**src/rtl/uart_pkg.sv**
```systemverilog
// -----------------------------------------------------------------------------
// uart_pkg
// Types shared by the UART transmit path (uart_tx_feeder, uart_send) and the
// planned receiver: the byte type and the feeder handshake state encoding.
// -----------------------------------------------------------------------------
package uart_pkg;

   // One UART payload byte.
   typedef logic [7:0] byte_t;

   // Feeder handshake states towards uart_send.
   typedef enum logic [1:0] {
      S_WAIT   = 2'd0,  // waiting for a byte and an idle transmitter
      S_STROBE = 2'd1,  // DATA_READY pulse cycle
      S_HOLD   = 2'd2,  // byte held, waiting for the transmitter to go busy
      S_BUSY   = 2'd3   // transmitter busy with the byte
   } tx_state_e;

   // Value driven on the data bus out of reset.
   localparam byte_t BYTE_RESET = 8'h00;

endpackage : uart_pkg

```
**src/rtl/uart_tx_feeder_byte_fifo.sv**
```systemverilog
// -----------------------------------------------------------------------------
// byte_fifo
// Single-clock synchronous byte FIFO with show-ahead head output.
// Ports:
//   clk, rst_n   clock, asynchronous active-low reset
//   push/wr_data write one byte (ignored while full)
//   pop          drop the head byte (ignored while empty)
//   head         current head byte, valid whenever empty is low
//   full, empty  registered occupancy flags
//   level        registered byte count, 0..DEPTH
// -----------------------------------------------------------------------------
module byte_fifo
   import uart_pkg::*;
#(
   parameter int DEPTH = 16
) (
   input  logic                     clk,
   input  logic                     rst_n,
   input  logic                     push,
   input  byte_t                    wr_data,
   input  logic                     pop,
   output byte_t                    head,
   output logic                     full,
   output logic                     empty,
   output logic [$clog2(DEPTH):0]   level
);

   localparam int AW = $clog2(DEPTH);
   localparam int LW = AW + 1;
   localparam logic [AW-1:0] PTR_ONE   = AW'(1'b1);
   localparam logic [LW-1:0] LVL_ONE   = LW'(1'b1);
   localparam logic [LW-1:0] LVL_FULL  = LW'(DEPTH);
   localparam logic [LW-1:0] LVL_EMPTY = {LW{1'b0}};

   byte_t           mem_r [DEPTH];
   logic [AW-1:0]   wr_ptr_r;
   logic [AW-1:0]   rd_ptr_r;
   logic [LW-1:0]   level_r;
   logic [LW-1:0]   level_nxt_s;
   logic            full_r;
   logic            empty_r;
   logic            push_s;
   logic            pop_s;

   // Full/empty come from the registered count, so a pop in the same cycle
   // never makes room for a write that arrived while full.
   assign push_s = push & ~full_r;
   assign pop_s  = pop & ~empty_r;

   // Next occupancy count from the qualified push/pop pair.
   always_comb begin
      level_nxt_s = level_r;
      case ({push_s, pop_s})
         2'b10:   level_nxt_s = level_r + LVL_ONE;
         2'b01:   level_nxt_s = level_r - LVL_ONE;
         default: level_nxt_s = level_r;
      endcase
   end

   // Pointers, count and flags; pointers wrap naturally at DEPTH.
   always_ff @(posedge clk or negedge rst_n) begin
      if (!rst_n) begin
         wr_ptr_r <= {AW{1'b0}};
         rd_ptr_r <= {AW{1'b0}};
         level_r  <= LVL_EMPTY;
         full_r   <= 1'b0;
         empty_r  <= 1'b1;
      end else begin
         if (push_s) begin
            wr_ptr_r <= wr_ptr_r + PTR_ONE;
         end
         if (pop_s) begin
            rd_ptr_r <= rd_ptr_r + PTR_ONE;
         end
         level_r <= level_nxt_s;
         full_r  <= (level_nxt_s == LVL_FULL);
         empty_r <= (level_nxt_s == LVL_EMPTY);
      end
   end

   // Storage array; contents are only observed through a non-empty head.
   always_ff @(posedge clk) begin
      if (push_s) begin
         mem_r[wr_ptr_r] <= wr_data;
      end
   end

   assign head  = mem_r[rd_ptr_r];
   assign full  = full_r;
   assign empty = empty_r;
   assign level = level_r;

endmodule : byte_fifo

```
**src/rtl/uart_tx_feeder.sv**
```systemverilog
// -----------------------------------------------------------------------------
// uart_tx_feeder
// Buffers producer bytes and hands them one at a time to uart_send using its
// DATA / DATA_READY / IDLE handshake. A byte leaves the FIFO only once the
// transmitter has acknowledged it by dropping IDLE; if no acknowledge arrives
// within BUSY_TIMEOUT cycles the same byte is strobed again.
// Ports:
//   CLK, RST_N         clock, asynchronous active-low reset
//   WR_DATA, WR_EN     producer write port
//   FULL, LEVEL        FIFO occupancy (registered)
//   OVERFLOW, CLR_OVF  sticky dropped-write flag and its clear
//   TX_DATA, TX_READY  byte and one-cycle strobe to uart_send
//   TX_IDLE            idle indication from uart_send (same clock domain)
// -----------------------------------------------------------------------------
module uart_tx_feeder
   import uart_pkg::*;
#(
   parameter int DEPTH        = 16,
   parameter int BUSY_TIMEOUT = 64
) (
   input  logic                     CLK,
   input  logic                     RST_N,
   input  logic [7:0]               WR_DATA,
   input  logic                     WR_EN,
   output logic                     FULL,
   output logic [$clog2(DEPTH):0]   LEVEL,
   output logic                     OVERFLOW,
   input  logic                     CLR_OVF,
   output logic [7:0]               TX_DATA,
   output logic                     TX_READY,
   input  logic                     TX_IDLE
);

   localparam int CNT_W = (BUSY_TIMEOUT > 1) ? $clog2(BUSY_TIMEOUT) : 1;
   localparam logic [CNT_W-1:0] CNT_ZERO = {CNT_W{1'b0}};
   localparam logic [CNT_W-1:0] CNT_ONE  = CNT_W'(1'b1);
   localparam logic [CNT_W-1:0] CNT_LAST = CNT_W'(BUSY_TIMEOUT - 1);

   tx_state_e          state_r;
   tx_state_e          state_nxt_s;
   logic [CNT_W-1:0]   cnt_r;
   logic [CNT_W-1:0]   cnt_nxt_s;
   byte_t              tx_data_r;
   byte_t              tx_data_nxt_s;
   logic               tx_ready_r;
   logic               tx_ready_nxt_s;
   logic               ovf_r;
   logic               fifo_pop_s;
   byte_t              fifo_head_s;
   logic               fifo_full_s;
   logic               fifo_empty_s;

   byte_fifo #(
      .DEPTH (DEPTH)
   ) u_fifo (
      .clk     (CLK),
      .rst_n   (RST_N),
      .push    (WR_EN),
      .wr_data (WR_DATA),
      .pop     (fifo_pop_s),
      .head    (fifo_head_s),
      .full    (fifo_full_s),
      .empty   (fifo_empty_s),
      .level   (LEVEL)
   );

   // Handshake next-state logic. TX_READY is registered, so it is asserted
   // for exactly the cycle spent in S_STROBE.
   always_comb begin
      state_nxt_s    = state_r;
      cnt_nxt_s      = cnt_r;
      tx_data_nxt_s  = tx_data_r;
      tx_ready_nxt_s = 1'b0;
      fifo_pop_s     = 1'b0;
      case (state_r)
         S_WAIT: begin
            if (!fifo_empty_s && TX_IDLE) begin
               tx_data_nxt_s  = fifo_head_s;
               tx_ready_nxt_s = 1'b1;
               state_nxt_s    = S_STROBE;
            end else begin
               state_nxt_s    = S_WAIT;
            end
         end
         S_STROBE: begin
            cnt_nxt_s   = CNT_ZERO;
            state_nxt_s = S_HOLD;
         end
         S_HOLD: begin
            // Acknowledge takes priority over the timeout in the same cycle.
            if (!TX_IDLE) begin
               fifo_pop_s  = 1'b1;
               state_nxt_s = S_BUSY;
            end else if (cnt_r == CNT_LAST) begin
               state_nxt_s = S_WAIT;
            end else begin
               cnt_nxt_s   = cnt_r + CNT_ONE;
            end
         end
         S_BUSY: begin
            if (TX_IDLE) begin
               state_nxt_s = S_WAIT;
            end else begin
               state_nxt_s = S_BUSY;
            end
         end
         default: begin
            state_nxt_s = S_WAIT;
         end
      endcase
   end

   // Handshake state, timeout counter and registered transmitter outputs.
   always_ff @(posedge CLK or negedge RST_N) begin
      if (!RST_N) begin
         state_r    <= S_WAIT;
         cnt_r      <= CNT_ZERO;
         tx_data_r  <= BYTE_RESET;
         tx_ready_r <= 1'b0;
      end else begin
         state_r    <= state_nxt_s;
         cnt_r      <= cnt_nxt_s;
         tx_data_r  <= tx_data_nxt_s;
         tx_ready_r <= tx_ready_nxt_s;
      end
   end

   // Sticky overflow: a dropped write beats a simultaneous clear.
   always_ff @(posedge CLK or negedge RST_N) begin
      if (!RST_N) begin
         ovf_r <= 1'b0;
      end else if (WR_EN && fifo_full_s) begin
         ovf_r <= 1'b1;
      end else if (CLR_OVF) begin
         ovf_r <= 1'b0;
      end else begin
         ovf_r <= ovf_r;
      end
   end

   assign FULL     = fifo_full_s;
   assign OVERFLOW = ovf_r;
   assign TX_DATA  = tx_data_r;
   assign TX_READY = tx_ready_r;

endmodule : uart_tx_feeder

```
**config.mk**
```make
export PLATFORM = sky130hd
export DESIGN_NAME = uart_tx_feeder
export DESIGN_NICKNAME = d
export VERILOG_FILES = /design/src/rtl/uart_pkg.sv /design/src/rtl/uart_tx_feeder_byte_fifo.sv /design/src/rtl/uart_tx_feeder.sv
export SDC_FILE = /design/constraint.sdc
export NUM_CORES = 1
export LEC_CHECK = 0
export CAP_MARGIN = 20
export CORE_UTILIZATION = 45
export DETAILED_ROUTE_END_ITERATION = 8
export PLACE_DENSITY = 0.72
export SYNTH_ARGS = -nofsm -noshare
export SYNTH_HDL_FRONTEND = slang
export SYNTH_SLANG_ARGS = --single-unit
```
**constraint.sdc**
```tcl
create_clock -name CLK -period 6.2 [get_ports CLK]
set_input_delay 0.62 -clock CLK [delete_from_list [all_inputs] [get_ports CLK]]
set_output_delay 0.62 -clock CLK [all_outputs]
set_load 0.02 [all_outputs]
```
# [Word-level counts from Yosys, hierarchy flattened]
# Memory sizes are Yosys's and may differ from the RTL's. A register that Yosys moved wholly into a read port is not among the register bits.
# Index checks and enable logic that the tools add are counted.
[classes] n_addsub=5 n_eq_ne=10 mux=17 n_bitwise=4 reduce_logical=10
[ops] cell="2-to-1 mux 6 bit" n=2
[ops] cell="case mux 6 bit (2 select lines)" n=1
[ops] cell="case mux 5 bit (2 select lines)" n=1
[ops] cell="2-to-1 mux 1 bit" n=9
[ops] cell="adder 4 x 1 -> 4 bit (second input constant)" n=2
[ops] cell="case mux 2 bit (4 select lines)" n=1
[ops] cell="adder 6 x 1 -> 6 bit (second input constant)" n=1
[ops] cell="equality test 2 bit (second input constant)" n=3
[ops] cell="equality test 6 bit (second input constant)" n=1
[ops] cell="2-to-1 mux 2 bit" n=3
[ops] cell="adder 5 x 1 -> 5 bit (second input constant)" n=1
[ops] cell="equality test 5 bit (second input constant)" n=1
[ops] cell="logical NOT 5 bit" n=1
[ops] cell="subtractor 5 x 1 -> 5 bit (second input constant)" n=1
[ops] cell="equality test 2 x 1 -> 1 bit (second input constant)" n=2
[ops] cell="inequality test 2 bit (second input constant)" n=2
[ops] cell="nonzero test 2 bit" n=2
[ops] cell="inequality test 3 bit (second input constant)" n=1
[ops] cell="AND reduction 3 bit" n=1
[ops] cell="bitwise AND 1 bit" n=2
[ops] cell="logical AND 1 bit" n=2
[ops] cell="logical NOT 1 bit" n=2
[ops] cell="logical NOT 2 bit" n=1
[ops] cell="NOT 1 bit" n=2
[ops] cell="AND reduction 2 bit" n=1
[totals] regBits=25 ramBits=128 in_bits=13 out_inout_bits=16 wordCells=56 memories=1
[memory_table] memory="u_fifo.mem_r" depth=16 width=8 rd=1 rd_clocked_by_memory_dff=1 wr=1 line="uart_tx_feeder_byte_fifo.sv:35" source="byte_t mem_r [DEPTH];"

# [Depth between registers and ports, before layout]
# Gate-level depths: netlist of run 1.
[logic_depth] word_depth=6 mapped_depth=11 ltp_nobuf=10

# [Modules after synthesis]
# Synthesis of run 1 repeated with hierarchy kept, for this count alone.
[unflattened] cells_unflattened=350 hier_area_um2=6618.8
[by_module_without_submodules] module="byte_fifo" n_inst=1 cells_per_inst=276 area_per_inst_um2=5761.8
[by_module_without_submodules] module="uart_tx_feeder" n_inst=1 cells_per_inst=74 area_per_inst_um2=857.1

# [Worst setup path after synthesis of run 1]
# No wires, ideal clock.
[synth_timing] path_type="input port to flip-flop" startpoint="input TX_IDLE" endpoint="register u_fifo.empty_r, in the netlist u_fifo.empty" t_arrival_ps=2909 t_required_ps=6123 slack_ps=3214 stages=10 path_buffers=1 cell_sequence="or4b_1 -> buf_2 -> nor2_1 -> xnor2_1 -> ha_1 -> nor2b_1 -> a32oi_1 -> o31ai_4 -> or4b_1 -> a31oi_1"
[synth_via] elab_chain_len=6 word_cells_on_any_way=7 classes_between="2 x eq/ne; 3 x mux; 1 x bitwise; 1 x reduce/logical"
[synth_lines] item="from (decl)" line="uart_tx_feeder.sv:31" source="input logic TX_IDLE"
[synth_lines] item="2-to-1 mux 1 bit (*)" line="uart_tx_feeder.sv:91" source="if (!TX_IDLE) begin"
[synth_lines] item="2-to-1 mux 1 bit (*)" line="uart_tx_feeder.sv:75" source="case (state_r)"
[synth_lines] item="bitwise AND 1 bit (*)" line="uart_tx_feeder_byte_fifo.sv:48" source="assign pop_s = pop & ~empty_r;"
[synth_lines] item="equality test 2 x 1 -> 1 bit / equality test 2 bit (equally long branches)" line="uart_tx_feeder_byte_fifo.sv:53" source="case ({push_s, pop_s})"
[synth_lines] item="case mux 5 bit (2 select lines) (*)" line="uart_tx_feeder_byte_fifo.sv:53"
[synth_lines] item="logical NOT 5 bit (*)" line="uart_tx_feeder_byte_fifo.sv:77" source="empty_r <= (level_nxt_s == LVL_EMPTY);"
[synth_lines] item="to (signal assigned)" line="uart_tx_feeder_byte_fifo.sv:77"
[synth_lines] item="to (decl)" line="uart_tx_feeder_byte_fifo.sv:41" source="logic empty_r;"
# Mark *: on every way between the ends. The rest lies on a longest branch, timed or not.
# A chain may end at the register's enable or synchronous reset.

# [Final worst setup path of run 1]
# Same ends and word-level chain as after synthesis.

==> metrics.md, run 1 <==
| Metric | Value |
|---|---|
| Status | `completed` |
| Worst path cell trace | `clkdlybuf4s50_1, or4b_1, nor2_1, xnor2_1, ha_1, nor2b_1, a32oi_1, o31ai_4, or4b_1, a31oi_1` |
| Kind of critical path | `in -> reg` |
| CP max FO | `6` |
| Final TNS setup | `0 ns` |
| Final ANT Viol Nets | `0` |
| TritonCTS buffer count | `17` |
| Largest net degree at the start of global routing | `36` |
| Clock root buffer | `clkbuf_16` |
| CP Data Required Time | `6.54 ns` |
| Setup violators final | `0` |
| Slew of the pin with the lowest slew margin | `0.808 ns` |
| Final Max Tran Viols | `0` |
| Post-CTS Hold Fix Bufs | `0` |
| # diodes | `0` |
| Reg-to-reg endpoint | `u_fifo.empty` |
| FF-to-FF setup slack | `around 3 ns` |
| Non-Filler Instances | `589` |
| Grt total ovfl | `0` |
| Setup Skew | `0.00865 ns` |
| # H-tree levels | `4` |
| Die W | `123 µm` |
| Die area | `between 15000 and 20000 µm²` |
| Detailed placement HPWL | `~7400 µm` |
| Final Hold Viols | `0` |
| Initial Utilization | `46.9%` |
| I/O pin count | `29` |
| Clock slew at reported path FFs | `0.06 ns` |
| Syn nets | `382` |
| Slew margin rel. | `46.0%` |
| Critical-path top delay cell | `or4b_1` |
| # nets final | `417` |
| Final Cycle Share | `55.6%` |
| Core footprint | `14100 µm²` |
| Post-synth EDFFs | `128` |
| Clk sinks | `161` |
| FFs w/ async S/R, synth | `20.5%` |
| DR iter-0 viols | `463` |
| Synth warn | `0` |
| Mapped Cells | `about 360` |
| Post-synth cell types | `43` |
| Dominant synthesized flop cell | `edfxtp_1` |
| First-pass GRT wire length | `19200 µm` |
| Min Tclk post-route | `3.45 ns` |
| Vias in the first global route | `3407` |
| Routability-driven placement congestion ratio | `between 0.8 and 0.9` |
| I/O Buffers | `28` |
| Max-cap viol count | `0` |
| Vias per inst | `5.64` |
| RSZ-0062 raised after global routing | `false` |
| Initial antenna violation count | `0` |
| Share of post-route cells with drive strength above 1 | `21.5%` |
| WP data arrival | `3.79 ns` |
| Clock Tree Buf Depth | `2` |
| WHS | `0.504 ns` |
| Cells on worst reg2reg path | `9` |
| All-Layer GR Usage | `between 10% and 20%` |
| Place WS | `2.41 ns` |
| Row cnt | `between 40 and 50` |
| Setup ws final | `2.75 ns` |
| Drt total wl | `11900 µm` |
| CTS tree | `built` |
| Avg Cell Area, Syn | `18.3 µm²` |
| Setup bufs post-CTS | `0` |
| First drt pass iteration count | `5` |
| Final core occ | `54.7%` |
| Crit path launch type | `input pin` |
| Max VDD drop | `around 0.22 mV` |
| Max Fclk | `290 MHz` |
| Vias | `roughly 3.3k` |
| Area grow syn2layout | `16.6%` |
| Clock latency on the worst-skew pair | `0.42 ns` |
| WL/cell | `20.2 µm` |
| Post-Syn Area | `6620 µm²` |
| Cell count after placement | `~560` |
| Reg-to-Reg Start | `state_r[0]` |
| PostCTS Resize Cnt | `0` |
| Die Ht | `123 µm` |
| Hold EP | `u_fifo.rd_ptr_r[0]` |
| Residual DRC | `0` |
| Share of the yosys chip area belonging to registers | `70.6%` |
| Leakage power | `0.00262 µW` |
| Fill cell count | `~1.1k` |
| Tightest Hold Check Type | `reg -> reg` |
| Hold depth | `1` |
| Most used cell, CP | `or4b_1` |
| Pwr dens | `484 nW/µm²` |
| Worst setup EP type | `register` |
| Synth Register Bits | `161` |
| HP Start | `u_fifo.rd_ptr_r[0]` |
| Slowest stage delay, CP | `0.70 ns` |
[how the worst max path moves through the flow]
stage / startpoint / to / slack (ns) / cells past startpoint
finish: TX_IDLE / u_fifo.empty / 2.75 / 10
global route: TX_IDLE / u_fifo.empty / 2.58 / 10
CTS: TX_IDLE / u_fifo.empty / 2.81 / 10
detailed placement: TX_IDLE / u_fifo.empty / 2.41 / 10
global placement: TX_IDLE / u_fifo.empty / 2.60 / 10
floorplan: TX_IDLE / u_fifo.empty / 3.21 / 10
[metal layers]
metal | up-vias | track usage (%) | share of wire (%)
met5 | - | 0 | 0
met4 | 0 | 6.02 | 1.4
li1 | 1494 | - | -
met1 | 1704 | 24.1 | 45
met2 | 102 | 27.3 | 50
met3 | 20 | 4.70 | 4.0
[critical path: cells and delay by family]
| family | cells | cell delay (ns) |
|---|---|---|
| simple gates | 4 | 1.68 |
| xor+xnor | 1 | 0.17 |
| compound gates | 3 | 0.60 |
| fa+ha+maj | 1 | 0.25 |
| buf+inv | 1 | 0.46 |
[cells in the mapped netlist (all sizes together), types with 4 or more instances]
cell type    n  area, µm²
xnor2       12        105
nor3         4       20.0
edfxtp     128       3840
ha           8        100
nand3        4       20.0
buf          7       31.3
and3         4       25.0
mux4        40        901
inv          9       33.8
o21ai       11       55.1
a21oi        5       25.0
dfrtp       32        801
nor2         8       30.0
nor2b        5       31.3
mux2         9        101
a31oi        4       25.0
and2        17        106
nand2       15       58.8
clkbuf       9       33.8
[placed cells by master, fill, tap and decap left out, drive strengths merged, types with 2 or more instances in the layout]
master	instances
a21oi	5
a31oi	4
a32oi	2
and2	17
and3	4
buf	4
bufinv	4
clkbuf	21
clkdlybuf4s50	28
clkinv	4
dfrtp	32
edfxtp	128
ha	8
inv	12
mux2	9
mux4	40
nand2	15
nand2b	3
nand3	4
nand3b	3
nand4	2
nor2	8
nor2b	5
nor3	4
nor3b	2
o21ai	11
o31ai	2
or4b	2
xnor2	12
xor2	3
[power breakdown]
group,internal [µW],total [µW],switching [µW]
registers,1360,1500,146
clock network,691,1110,424
logic,563,1120,560
total,2610,3740,1130
[stage by stage]
stage          total power (µW)  instance area [µm²]
5_1_grt                    3920                 7720
2_1_floorplan              2290                 6620
6_report                   3740                 7720
4_1_cts                    3760                 7720
3_5_place_dp               2630                 7090
3_3_place_gp               2580                 7090
[state kept, by name, summed over array words and instances (netlist names)]
name             cells
u_fifo.full          1
u_fifo.wr_ptr_r      4
TX_READY             1
u_fifo.empty         1
u_fifo.level         5
u_fifo.rd_ptr_r      4
state_r              2
OVERFLOW             1
cnt_r                6
TX_DATA              8
u_fifo.mem_r       128
[cell families (layout without fill, tap and decap cells)]
kind of cell | Yosys count | in the layout | share of synthesized area (%)
compound gates | 31 | 31 | 3.12
flops | 161 | 161 | 70.6
fa+ha+maj | 8 | 8 | 1.51
mux | 49 | 49 | 15.2
buf+inv | 26 | 74 | 1.63
simple gates | 71 | 71 | 6.00
xor+xnor | 15 | 15 | 1.99
[layout make-up]
| class | count | area, µm² | area share [%] |
|---|---|---|---|
| clock buffers | 21 | 450 | 5.84 |
| clock inverters | 11 | 179 | 2.32 |
| inverters | 10 | 42.5 | 0.551 |
| multi-input cells | 174 | 1840 | 23.8 |
| flip-flops and latches | 161 | 4670 | 60.5 |
| well taps | 180 | 225 | 2.92 |
| repair buffers | 32 | 310 | 4.02 |
No activity file was read; power rests on OpenSTA's default activity.
==> run 2: changes to the inputs <==
- clock period: 6.2 -> 3.3 ns (I/O delays scaled with it)
==> metrics.md, run 2 (synthesis gave the netlist of run 1 again) <==
| Metric | Value |
|---|---|
| Status | `completed` |
| Clock latency on the worst-skew pair | `0.42 ns` |
| Cells on worst reg2reg path | `9` |
| Max VDD drop | `0.430 mV` |
| Critical-path top delay cell | `or4b_1` |
| Final Cycle Share | `89.1%` |
| Most used cell, CP | `or4b_1` |
| Design Area, Final | `around 7700 µm²` |
| # H-tree levels | `4` |
| Die W | `123 µm` |
| PostCTS Resize Cnt | `0` |
| WP buf/inv | `1` |
| Min Tclk post-route | `2.94 ns` |
| All-Layer GR Usage | `approximately 17%` |
| Slew margin rel. | `around 61%` |
| CP Depth | `10` |
| Final Hold Viols | `0` |
| Clock Tree Buf Depth | `2` |
| Max Fclk | `340 MHz` |
| CTS tree | `built` |
| Grt total ovfl | `0` |
| I/O pin count | `29` |
| Slew of the pin with the lowest slew margin | `a little under 0.6 ns` |
| Commonest non-fill, non-tap cell in the layout | `edfxtp_1` |
| Area grow syn2layout | `16.9%` |
| Max FFs per register | `between 100 and 150` |
| Share of post-route cells with drive strength above 1 | `22.8%` |
| WHS | `around 0.25 ns` |
| Fill cell count | `1045` |
| Slowest stage delay, CP | `0.57 ns` |
| Clk sinks | `161` |
| Pwr dens | `895 nW/µm²` |
| Die Ht | `123 µm` |
| Clock root buffer | `clkbuf_16` |
| Final ANT Viol Nets | `0` |
| Worst setup EP type | `register` |
| RSZ-0062 raised after global routing | `false` |
| Setup bufs post-CTS | `0` |
| WL/cell | `18.9 µm` |
| # nets final | `roughly 420` |
| Worst path cell trace | `clkdlybuf4s50_1, or4b_1, nor2_1, xnor2_1, ha_1, nor2b_1, a32oi_1, o31ai_4, or4b_1, a31oi_1` |
| Vias in the first global route | `around 3.3k` |
| Row cnt | `43` |
| Sequential share of power | `between 40% and 50%` |
| WP data arrival | `3.28 ns` |
| Final Max Tran Viols | `0` |
| Die area | `15200 µm²` |
| Routability-driven placement congestion ratio | `0.863` |
| First drt pass iteration count | `5` |
| Commonest non-fill, non-tap cells in the layout | `edfxtp_1, mux4_2, dfrtp_1` |
| Residual DRC | `0` |
| I/O Buffers | `28` |
| Clock slew at reported path FFs | `0.06 ns` |
| Tightest Hold Check Type | `in -> async` |
| Setup violators final | `0` |
| Initial antenna violation count | `0` |
| Setup Skew | `0.0147 ns` |
| Initial Utilization | `46.9%` |
| Sw Pwr | `between 2000 and 2500 µW` |
| Largest net degree at the start of global routing | `36` |
| Leakage power | `0.00263 µW` |
| Vias | `3260` |
| # diodes | `0` |
| CP Data Required Time | `3.64 ns` |
| Core footprint | `between 10000 and 15000 µm²` |
| Drt total wl | `11200 µm` |
| Internal Power | `roughly 4800 µW` |
| Post-placement cell area | `7110 µm²` |
| Kind of critical path | `in -> reg` |
| Clk pwr share | `between 20 and 30%` |
| Reg with most FFs | `u_fifo.mem_r` |
| Post-CTS Hold Fix Bufs | `0` |
| TritonCTS buffer count | `17` |
| Crit path launch type | `input pin` |
| Combinational power share | `30.4%` |
| CP max FO | `5` |
| Total power | `6920 µW` |
| Vias per inst | `roughly 5.5` |
| Max-cap viol count | `0` |
| First-pass GRT wire length | `18300 µm` |
| Family with the most delay on the worst path | `simple AND/OR/NAND/NOR gates` |
| Detailed placement HPWL | `between 7000 and 8000 µm` |
| DR iter-0 viols | `roughly 280` |
| Switch share | `30.3%` |
| Final TNS setup | `0 ns` |
==> run 2: through the flow <==
stage,instances,utilization [%],worst slack (ns)
final,593,54.9,0.359
after global routing,593,54.9,0.212
after CTS,592,54.7,0.389
after detailed placement,560,50.4,-0.0175
after global placement,560,50.4,0.127
after floorplan,361,-,0.579
==> run 2: area by class of cell <==
type	instances	area, µm²	share of cell area [%]
repair buffers	36	348	4.50
clock inverters	14	179	2.31
clock buffers	18	429	5.55
multi-input cells	174	1840	23.8
flip-flops and latches	161	4670	60.4
inverters	10	42.5	0.550
well taps	180	225	2.91
==> run 2: worst paths after layout <==
path	slack (ns)	end	from
max in group asynchronous	2.49	u_fifo.empty	RST_N
min in group CLK	0.50	OVERFLOW	CLR_OVF
min reg2reg	0.50	cnt_r[4]	state_r[0]
min	0.25	cnt_r[3]	RST_N
max reg2reg	0.37	u_fifo.empty	state_r[1]
max	0.36	u_fifo.empty	TX_IDLE
==> run 2: power groups by stage <==
stage               sequential, µW  combinational, µW  clock [µW]
floorplan                     2840               1460           0
global placement              2830               2050           0
detailed placement            2860               2100           0
CTS                           2820               2120        2020
global route                  2860               2290        2110
finish                        2820               2100        2000
==> run 2: per-layer routing <==
metal	global-route usage, %	wire length (µm)	vias up
li1	-	-	1492
met1	23.0	5170	1670
met2	26.0	5510	87
met3	3.74	407	11
met4	5.87	123	0
met5	0	0	-
==> run 3: changes to the inputs <==
- ABC_AREA: default -> 0
- CAP_MARGIN: 20 -> 15
==> results of run 3 <==
Same layout as run 2: the final DEF is identical, and so are final timing and power.
